## src/rtl/inst_fetch_resp_pkg.sv

```systemverilog
// inst_fetch_resp_pkg: shared widths, NOP encoding, stall index and FSM states for the fetch responder
package inst_fetch_resp_pkg;
  localparam int INST_ADDR_BUS_W = 32;
  localparam int INST_BUS_W = 32;
  localparam logic [31:0] NOP_ENC = 32'h0000_0013;
  localparam int IFID_STALL_BIT = 1;
  typedef enum logic [2:0] {
    S_IDLE = 3'd0,
    S_REQ  = 3'd1,
    S_WAIT = 3'd2,
    S_DROP = 3'd3,
    S_HOLD = 3'd4
  } fetch_state_e;
endpackage

```

## src/rtl/fetch_timeout_cnt.sv

```systemverilog
// fetch_timeout_cnt: saturating response-wait counter with clear, enable and expired flag
module fetch_timeout_cnt #(
  parameter int TIMEOUT_CYC = 16
) (
  input  logic clk,
  input  logic rst,
  input  logic clr,
  input  logic en,
  output logic expired
);
  localparam int CW = $clog2(TIMEOUT_CYC + 1);
  logic [CW-1:0] cnt_q, cnt_d;
  assign expired = cnt_q == CW'(TIMEOUT_CYC - 1);
  always_comb cnt_d = clr ? '0 : (en && !expired) ? cnt_q + 1'b1 : cnt_q;
  always_ff @(posedge clk) begin
    if (rst) cnt_q <= '0;
    else cnt_q <= cnt_d;
  end
endmodule

```

## src/rtl/inst_fetch_resp.sv

```systemverilog
// inst_fetch_resp: single-outstanding instruction fetch over a req/gnt/rvalid bus with flush, hold and error reporting
module inst_fetch_resp
  import inst_fetch_resp_pkg::*;
#(
  parameter int ADDR_W = INST_ADDR_BUS_W,
  parameter int DATA_W = INST_BUS_W,
  parameter int TIMEOUT_CYC = 16,
  parameter logic [DATA_W-1:0] NOP_INST = NOP_ENC
) (
  input  logic              clk,
  input  logic              rst,
  input  logic [ADDR_W-1:0] pc_i,
  input  logic              ce_i,
  input  logic              flush_i,
  input  logic [4:0]        stalled_i,
  output logic [DATA_W-1:0] inst_o,
  output logic [ADDR_W-1:0] inst_addr_o,
  output logic              inst_valid_o,
  output logic              stallreq_o,
  output logic              fetch_err_o,
  output logic              m_req_o,
  output logic [ADDR_W-1:0] m_addr_o,
  input  logic              m_gnt_i,
  input  logic              m_rvalid_i,
  input  logic [DATA_W-1:0] m_rdata_i,
  input  logic              m_err_i
);
  fetch_state_e state_q, state_d;
  logic m_req_q, m_req_d, inst_valid_q, inst_valid_d, fetch_err_q, fetch_err_d;
  logic [ADDR_W-1:0] m_addr_q, m_addr_d, inst_addr_q, inst_addr_d;
  logic [DATA_W-1:0] inst_q, inst_d;
  logic if_stall, aligned, accept, to_expired, to_en, to_clr, stall_unused;
  assign if_stall = stalled_i[IFID_STALL_BIT];
  assign stall_unused = ^{stalled_i[4:2], stalled_i[0]};
  assign aligned = pc_i[1:0] == 2'b00;
  assign accept = state_q == S_IDLE && ce_i && !flush_i && aligned;
  assign stallreq_o = state_q == S_REQ || state_q == S_WAIT || state_q == S_DROP || accept;
  assign to_en = (state_q == S_WAIT || state_q == S_DROP) && !m_rvalid_i;
  assign to_clr = state_d != state_q;
  fetch_timeout_cnt #(.TIMEOUT_CYC(TIMEOUT_CYC)) u_to (
    .clk(clk), .rst(rst), .clr(to_clr), .en(to_en), .expired(to_expired)
  );
  always_comb begin
    state_d = state_q;
    m_req_d = m_req_q;
    m_addr_d = m_addr_q;
    inst_d = inst_q;
    inst_addr_d = inst_addr_q;
    inst_valid_d = 1'b0;
    fetch_err_d = 1'b0;
    case (state_q)
      S_IDLE: if (ce_i && !flush_i) begin
        if (aligned) begin
          m_addr_d = pc_i;
          m_req_d = 1'b1;
          state_d = S_REQ;
        end else fetch_err_d = 1'b1;
      end
      S_REQ: if (flush_i || m_gnt_i) begin
        m_req_d = 1'b0;
        state_d = !m_gnt_i ? S_IDLE : flush_i ? S_DROP : S_WAIT;
      end
      S_WAIT: if (m_rvalid_i) begin
        state_d = S_IDLE;
        if (!flush_i) begin
          inst_d = m_err_i ? NOP_INST : m_rdata_i;
          fetch_err_d = m_err_i;
          inst_valid_d = !m_err_i;
          if (!m_err_i) begin
            inst_addr_d = m_addr_q;
            state_d = if_stall ? S_HOLD : S_IDLE;
          end
        end
      end else if (flush_i) state_d = S_DROP;
      else if (to_expired) begin
        fetch_err_d = 1'b1;
        state_d = S_IDLE;
      end
      // flushed data and silent timeouts both just return to idle
      S_DROP: if (m_rvalid_i || to_expired) state_d = S_IDLE;
      S_HOLD: begin
        inst_valid_d = if_stall && !flush_i;
        state_d = inst_valid_d ? S_HOLD : S_IDLE;
      end
      default: state_d = S_IDLE;
    endcase
  end
  always_ff @(posedge clk) begin
    if (rst) begin
      state_q <= S_IDLE;
      m_req_q <= 1'b0;
      m_addr_q <= '0;
      inst_q <= NOP_INST;
      inst_addr_q <= '0;
      inst_valid_q <= 1'b0;
      fetch_err_q <= 1'b0;
    end else begin
      state_q <= state_d;
      m_req_q <= m_req_d;
      m_addr_q <= m_addr_d;
      inst_q <= inst_d;
      inst_addr_q <= inst_addr_d;
      inst_valid_q <= inst_valid_d;
      fetch_err_q <= fetch_err_d;
    end
  end
  assign inst_o = inst_q;
  assign inst_addr_o = inst_addr_q;
  assign inst_valid_o = inst_valid_q;
  assign fetch_err_o = fetch_err_q;
  assign m_req_o = m_req_q;
  assign m_addr_o = m_addr_q;
endmodule

```

## config.mk

```make
export PLATFORM = sky130hd
export DESIGN_NAME = inst_fetch_resp
export DESIGN_NICKNAME = d
export VERILOG_FILES = /design/src/rtl/inst_fetch_resp_pkg.sv /design/src/rtl/fetch_timeout_cnt.sv /design/src/rtl/inst_fetch_resp.sv
export SDC_FILE = /design/constraint.sdc
export NUM_CORES = 1
export LEC_CHECK = 0
export BUFFER_PORTS_ARGS = -buffer_cell sky130_fd_sc_hd__buf_2
export CORE_UTILIZATION = 40
export CTS_BUF_LIST = sky130_fd_sc_hd__clkbuf_4
export DETAILED_ROUTE_END_ITERATION = 8
export GPL_TIMING_DRIVEN = 0
export PLACE_DENSITY = 0.8
export RECOVER_POWER = 100
export REMOVE_ABC_BUFFERS = 1
export SLEW_MARGIN = 20
export SYNTH_ARGS = -nofsm -noshare
export SYNTH_HDL_FRONTEND = slang
export SYNTH_HIERARCHICAL = 1
export SYNTH_SLANG_ARGS = --single-unit
```

## constraint.sdc

```tcl
create_clock -name clk -period 2.24 [get_ports clk]
set_input_delay 0.112 -clock clk [delete_from_list [all_inputs] [get_ports clk]]
set_output_delay 0.112 -clock clk [all_outputs]
set_load 0.03 [all_outputs]
```

==> out/metrics.yaml, run 1 <==
power:
  combPwrFrac: 0.091
  internal-power_mw: 2.54
  p_clk_frac: 0.331
  netSwitchingPower_mw: 0.804
  max-vdd-ir-drop_uv: 287
  p_seq_frac: 0.577
  p_leak_nw: 2.01
  p_sw_frac: 0.240
  powerDensity_nw_per_um2: 589
critical_path:
  cp.arrival_ps: 2470
  reg2reg_depth: 9
  crit_fanout: 6
  cp.depth: 9
  crit_required_ps: 2620
  crit_path_start_kind: "flop"
  crit_path_frequent_cell: "ha_1"
  cp_top_family: "simple AND/OR/NAND/NOR gates"
  crit_buf_inv: 0
  worstPathCellList: "ha_1, and3_1, ha_1, nor2_1, a21oi_1, o211ai_1, nand3_1, or2_2, a211oi_2"
  path_class: "reg -> reg"
  end_kind: "flop"
  critPathSlowestCell: "dfxtp_1"
  slowest_delay_ps: 370
logic_synthesis:
  synth-seq-cells: 107
  synthCells: 503
  syn_area_per_cell_um2: 8.43
  synth_enable_flop_cells: 0
  synth_top_cell_area_share: 0.505
  synth.area.top_cells: "dfxtp_1, nand2_1, a21oi_1"
  async_flop_share: 0
  yosys_warnings: 6
  syn_area_um2: 4240
  synth_flop_cell: "dfxtp_1"
  yosys.area.top_type: "dfxtp_1"
  synth_cell_types: 45
  ys_seq_area_frac: 0.505
floorplan:
  io_pins: 176
  num_rows: 37
  die_area_um2: 11000
  die_h_um: 105
  start_util: 0.412
  core-area_um2: 10300
  fp.dieW_um: 105
sta:
  rsz0062_at_grt: "no"
  clock_skew_ps: 11.9
  tns_ps: 0
  slew_headroom: 0.483
  hold_viol_final: 0
  min_period_ps: 2100
  clock.fmax_mhz: 477
  setup_viol: 0
  post-route-period-util: 0.936
  drv_slew: 0
  worst_pin_slew_ps: 774
layout:
  diodes: 0
  drive_above_1_share: 0.170
  layout_commonest_cell: "nand2_1"
  layout_common_cells: "nand2_1, dfxtp_1, clkbuf_1"
  final_cells: 855
  area_growth_pct: 33.9
  fillers: 983
  fin_nets: 792
clocking:
  clk_path_buf_depth: 2
  clockRootBuffer: "clkbuf_4"
  cts_tree: "built"
  clock-sinks: 107
  clk_latency_ps: 440
  clk_pin_slew_ps: 160
  htree_levels: 3
  numCtsBuffers: 9
worst_hold_path:
  min_path_type: "in -> reg"
  min_path_cells: 4
flow_run:
  cap_violations: 0
global_routing:
  grt_pass1_wl_mm: 19.3
  gr-total-overflow: 0
  grt_max_degree: 56
  track_usage: 0.216
  antenna_found_initial: 0
  first_global_vias: 4154
route:
  drc: 0
  firstDrtPassIters: 4
  initialDrtViolationCount: 247
  vias: 4246
  ant_nets: 0
  viasPerCell: 4.97
  drt-total-wl_mm: 12.0
  wl_per_cell_um: 14.0
placement:
  place.port_buffers: 171
  dp_hpwl_mm: 6.98
  gp_congestion: 0.749
  placed_cells: 775
status:
  status: "finished, final reports clean"
metrics by stage:
stage	setup WS, ps	hold slack, ps	total power, mW	area (um^2)	util
finish	144	52.0	3.35	5680	0.552
CTS	8.50	2.01	3.38	5880	0.572
floorplan	143	174	2.06	4000	-
global placement	-887	353	2.18	5020	0.489
global route	45.5	25.9	3.50	5680	0.552
detailed placement	-443	360	2.19	5070	0.494
cells by family after synthesis:
family	share of synthesized area
compound gates	0.151
xor+xnor	0.00413
fa+ha+maj	0.00590
buf+inv	0.0599
flops	0.505
mux	0.00266
simple gates	0.271
layout make-up:
type	count	area, um^2	share of cell area
multi-input combinational	355	1780	0.314
clock buffer	10	75.1	0.0132
timing repair buffer	238	1410	0.248
inverter	3	11.3	0.00198
tap	136	170	0.0300
clock inverter	6	87.6	0.0154
sequential	107	2140	0.378
sequential cells by signal, indices dropped and copies added, names as in the netlist:
signal        flops
u_to/cnt_q        5
fetch_err_o       1
inst_o           32
state_q           3
inst_addr_o      32
inst_valid_o      1
m_req_o           1
m_addr_o         32
worst register-to-register path, delay by kind of cell, from the launching register on:
family                   cells  cell delay (ps)
AO/OA/AOI/OAI                3              420
flip-flops                   1              370
adder cells (fa/ha/maj)      2              480
AND/OR/NAND/NOR              4              760
routing by layer:
layer,up-vias,global-route usage,share of wire
met4,0,0.0946,0.021
met2,173,0.390,0.50
li1,2079,-,-
met5,-,0,0
met1,1971,0.243,0.42
met3,23,0.0480,0.061
repair_timing:
action / 4_1_cts / 5_1_grt
gates resized for setup: 2 / 3
buffers inserted: 0 / 0
hold endpoints to repair: 64 / 0
hold buffers: 64 / 0
setup endpoints to repair: 5 / 5
Yosys cell counts (2+ instances only):
| cell | n |
|---|---|
| o21bai_1 | 3 |
| nor2_1 | 14 |
| clkbuf_1 | 21 |
| nand3_1 | 16 |
| a21oi_2 | 15 |
| nor3b_1 | 5 |
| ha_1 | 2 |
| nand2_1 | 158 |
| buf_2 | 6 |
| buf_4 | 4 |
| buf_6 | 3 |
| nor3_1 | 6 |
| buf_8 | 2 |
| and3b_1 | 2 |
| and3_1 | 2 |
| dfxtp_1 | 107 |
| nand2b_1 | 2 |
| a21oi_1 | 84 |
| nand3_2 | 17 |
| nor2b_1 | 3 |
| inv_1 | 3 |
| buf_12 | 2 |
| o21ai_0 | 3 |
| or3_1 | 2 |
path summary, 6_finish.rpt:
| path | slack, ps | endpoint | startpoint |
|---|---|---|---|
| worst min-delay path | 50 | state_q[2] | m_err_i |
| worst min register to register | 460 | inst_addr_o[14] | inst_addr_o[14] |
| worst max-delay path | 140 | u_to/cnt_q[4] | u_to/cnt_q[0] |
| worst max register to register | 140 | u_to/cnt_q[4] | u_to/cnt_q[0] |
power by group through the flow:
stage	logic [mW]	registers, mW	clock network, mW
floorplan	0.0590	2.00	0
global placement	0.211	1.97	0
CTS	0.309	1.93	1.14
detailed placement	0.223	1.97	0
global route	0.328	1.94	1.23
finish	0.306	1.93	1.11
Power figures use the tool's default switching activity.
==> run 2: changes to the inputs <==
--- a/config.mk
+++ b/config.mk
@@ -5,7 +5,7 @@
 export SDC_FILE = /design/constraint.sdc
 export NUM_CORES = 1
 export LEC_CHECK = 0
-export BUFFER_PORTS_ARGS = -buffer_cell sky130_fd_sc_hd__buf_2
+export BUFFER_PORTS_ARGS = -buffer_cell sky130_fd_sc_hd__clkbuf_2
 export CORE_UTILIZATION = 40
 export CTS_BUF_LIST = sky130_fd_sc_hd__clkbuf_4
 export DETAILED_ROUTE_END_ITERATION = 8
==> run 2 against run 1 <==
Effect of this change: sequential cell count did not move; fmax up 0.89%; cell count increased by 0.12%; sequential power about the same; power fell by 1.1%; count of clock-buffer cells in the layout down 1; clock skew grew 0.82 ps; via count increased by 0.78%; critical path depth did not move; sequential share of layout area hardly changed; clock power shrank 4%; critical endpoint unchanged.
==> out/metrics.yaml, run 2 (synthesized netlist as in run 1, its figures left out) <==
status:
  status: "finished, final reports clean"
critical_path:
  reg2reg_depth: 9  # unchanged
  crit_path_start_kind: "flop"
  crit_required_ps: 2610  # about the same
  path_class: "reg -> reg"
  end_kind: "flop"
  cp.arrival_ps: 2450  # -20 ps
  crit_fanout: 6  # unchanged
flow_run:
  cap_violations: 0  # unchanged
sta:
  min_period_ps: 2080  # -18.5 ps
  whs_ps: 69.5  # +17.5 ps
  drv_slew: 0  # unchanged
  slew_headroom: 0.471  # -0.0122
  setup_viol: 0  # unchanged
  rsz0062_at_grt: "no"
  hold_viol_final: 0  # unchanged
  post-route-period-util: 0.927  # -0.00826
  clock_skew_ps: 12.7  # +0.823 ps
  worst_pin_slew_ps: 792  # +18.2 ps
  fin_ws_ps: 163  # +18.5 ps
  clock.fmax_mhz: 481  # +0.89%
global_routing:
  grt_max_degree: 56  # unchanged
  grt_pass1_wl_mm: 18.9  # -2.0%
  track_usage: 0.213  # -0.00324
  first_global_vias: 4049  # -2.5%
  gr-total-overflow: 0  # unchanged
  antenna_found_initial: 0  # unchanged
placement:
  dp_hpwl_mm: 6.90  # -1.3%
  placed_cells: 775  # unchanged
  place.port_buffers: 171  # unchanged
  placed_area_um2: 5070  # unchanged
  pre_cts_slack_ps: -464  # -20.5 ps
  gp_congestion: 0.745  # -0.52%
layout:
  multi_input_area_um2: 1790  # +0.28%
  register_area_um2: 2150  # about the same
  diodes: 0  # unchanged
  drive_above_1_share: 0.171  # +0.00115
  layout_commonest_cell: "nand2_1"
  fin_util: 0.553  # +0.000731
  layout_common_cells: "nand2_1, dfxtp_1, clkbuf_1"
  final_cells: 856  # +0.12%
  fin_nets: 793  # +0.13%
  fillers: 967  # -1.6%
  stdcell_area_um2: 5690  # +0.13%
  area_growth_pct: 34.1
clocking:
  clk_path_buf_depth: 2  # unchanged
  clk_pin_slew_ps: 150  # about the same
  clk_latency_ps: 450  # about the same
  htree_levels: 3  # unchanged
  clock-sinks: 107  # unchanged
  cts_tree: "built"
  numCtsBuffers: 9  # unchanged
  clockRootBuffer: "clkbuf_4"
route:
  initialDrtViolationCount: 282  # +14%
  ant_nets: 0  # unchanged
  drc: 0  # unchanged
  wl_per_cell_um: 13.9  # -0.93%
  vias: 4279  # +0.78%
  firstDrtPassIters: 5  # +1
  drt-total-wl_mm: 11.9  # -0.81%
  viasPerCell: 5.00  # +0.66%
power:
  max-vdd-ir-drop_uv: 296  # +3.2%
  powerDensity_nw_per_um2: 582  # -1.2%
  p_leak_nw: 2.03  # +0.86%
floorplan:
  start_util: 0.412  # unchanged
  fp.dieW_um: 105  # unchanged
  die_area_um2: 11000  # unchanged
  num_rows: 37  # unchanged
  core-area_um2: 10300  # unchanged
  die_h_um: 105  # unchanged
  io_pins: 176  # unchanged
worst_hold_path:
  min_path_type: "in -> reg"
  min_path_cells: 4  # unchanged
run 2: what timing repair did:
item                       in CTS  in global routing
gates resized for setup         2                  4
setup endpoints to repair       8                  8
hold endpoints to repair       64                  0
buffers inserted                0                  0
hold buffers                   65                  0
run 2: routing by layer:
metal / vias up / share of wire / routed length (um) / track usage
met5: - / 0 / 0 / 0
met3: 16 / 0.064 / 755 / 0.0474
met2: 178 / 0.50 / 5930 / 0.380
met1: 1998 / 0.43 / 5060 / 0.252
li1: 2087 / - / - / -
met4: 0 / 0.012 / 144 / 0.0684
run 2: layout make-up:
class,instances,share of cell area
Tap cell,136,0.0299
Multi-Input combinational cell,355,0.314
Inverter,3,0.00198
Clock buffer,9,0.0119
Sequential cell,107,0.377
Timing Repair Buffer,239,0.249
Clock inverter,7,0.0158
run 2: worst max-delay path, cell delays in order, from the launching register on:
cell and delay (ps):
dfxtp_1 360, ha_1 210, and3_1 190, ha_2 210, nor2_1 100, a21oi_1 90
o211ai_1 180, nand3_1 100, or2_2 360, a211oi_1 190
run 2: path summary, 6_finish.rpt:
check / startpoint / to / slack (ps)
hold / removal: m_err_i / state_q[2] / 70
setup / recovery: u_to/cnt_q[0] / u_to/cnt_q[4] / 160
hold reg to reg: inst_o[22] / inst_o[22] / 460
setup reg to reg: u_to/cnt_q[0] / u_to/cnt_q[4] / 160
run 2: power by group:
part           total, mW  internal, mW  switching [mW]
sequential          1.93          1.92          0.0125
combinational      0.310         0.153           0.158
clock               1.07         0.453           0.616
total               3.31          2.52           0.786
run 2: per-stage QoR:
stage / TNS (ps) / total power [mW]
detailed placement: -14230 / 2.19
global route: 0 / 3.45
floorplan: 0 / 2.06
global placement: -37910 / 2.18
finish: 0 / 3.31
CTS: 0 / 3.36
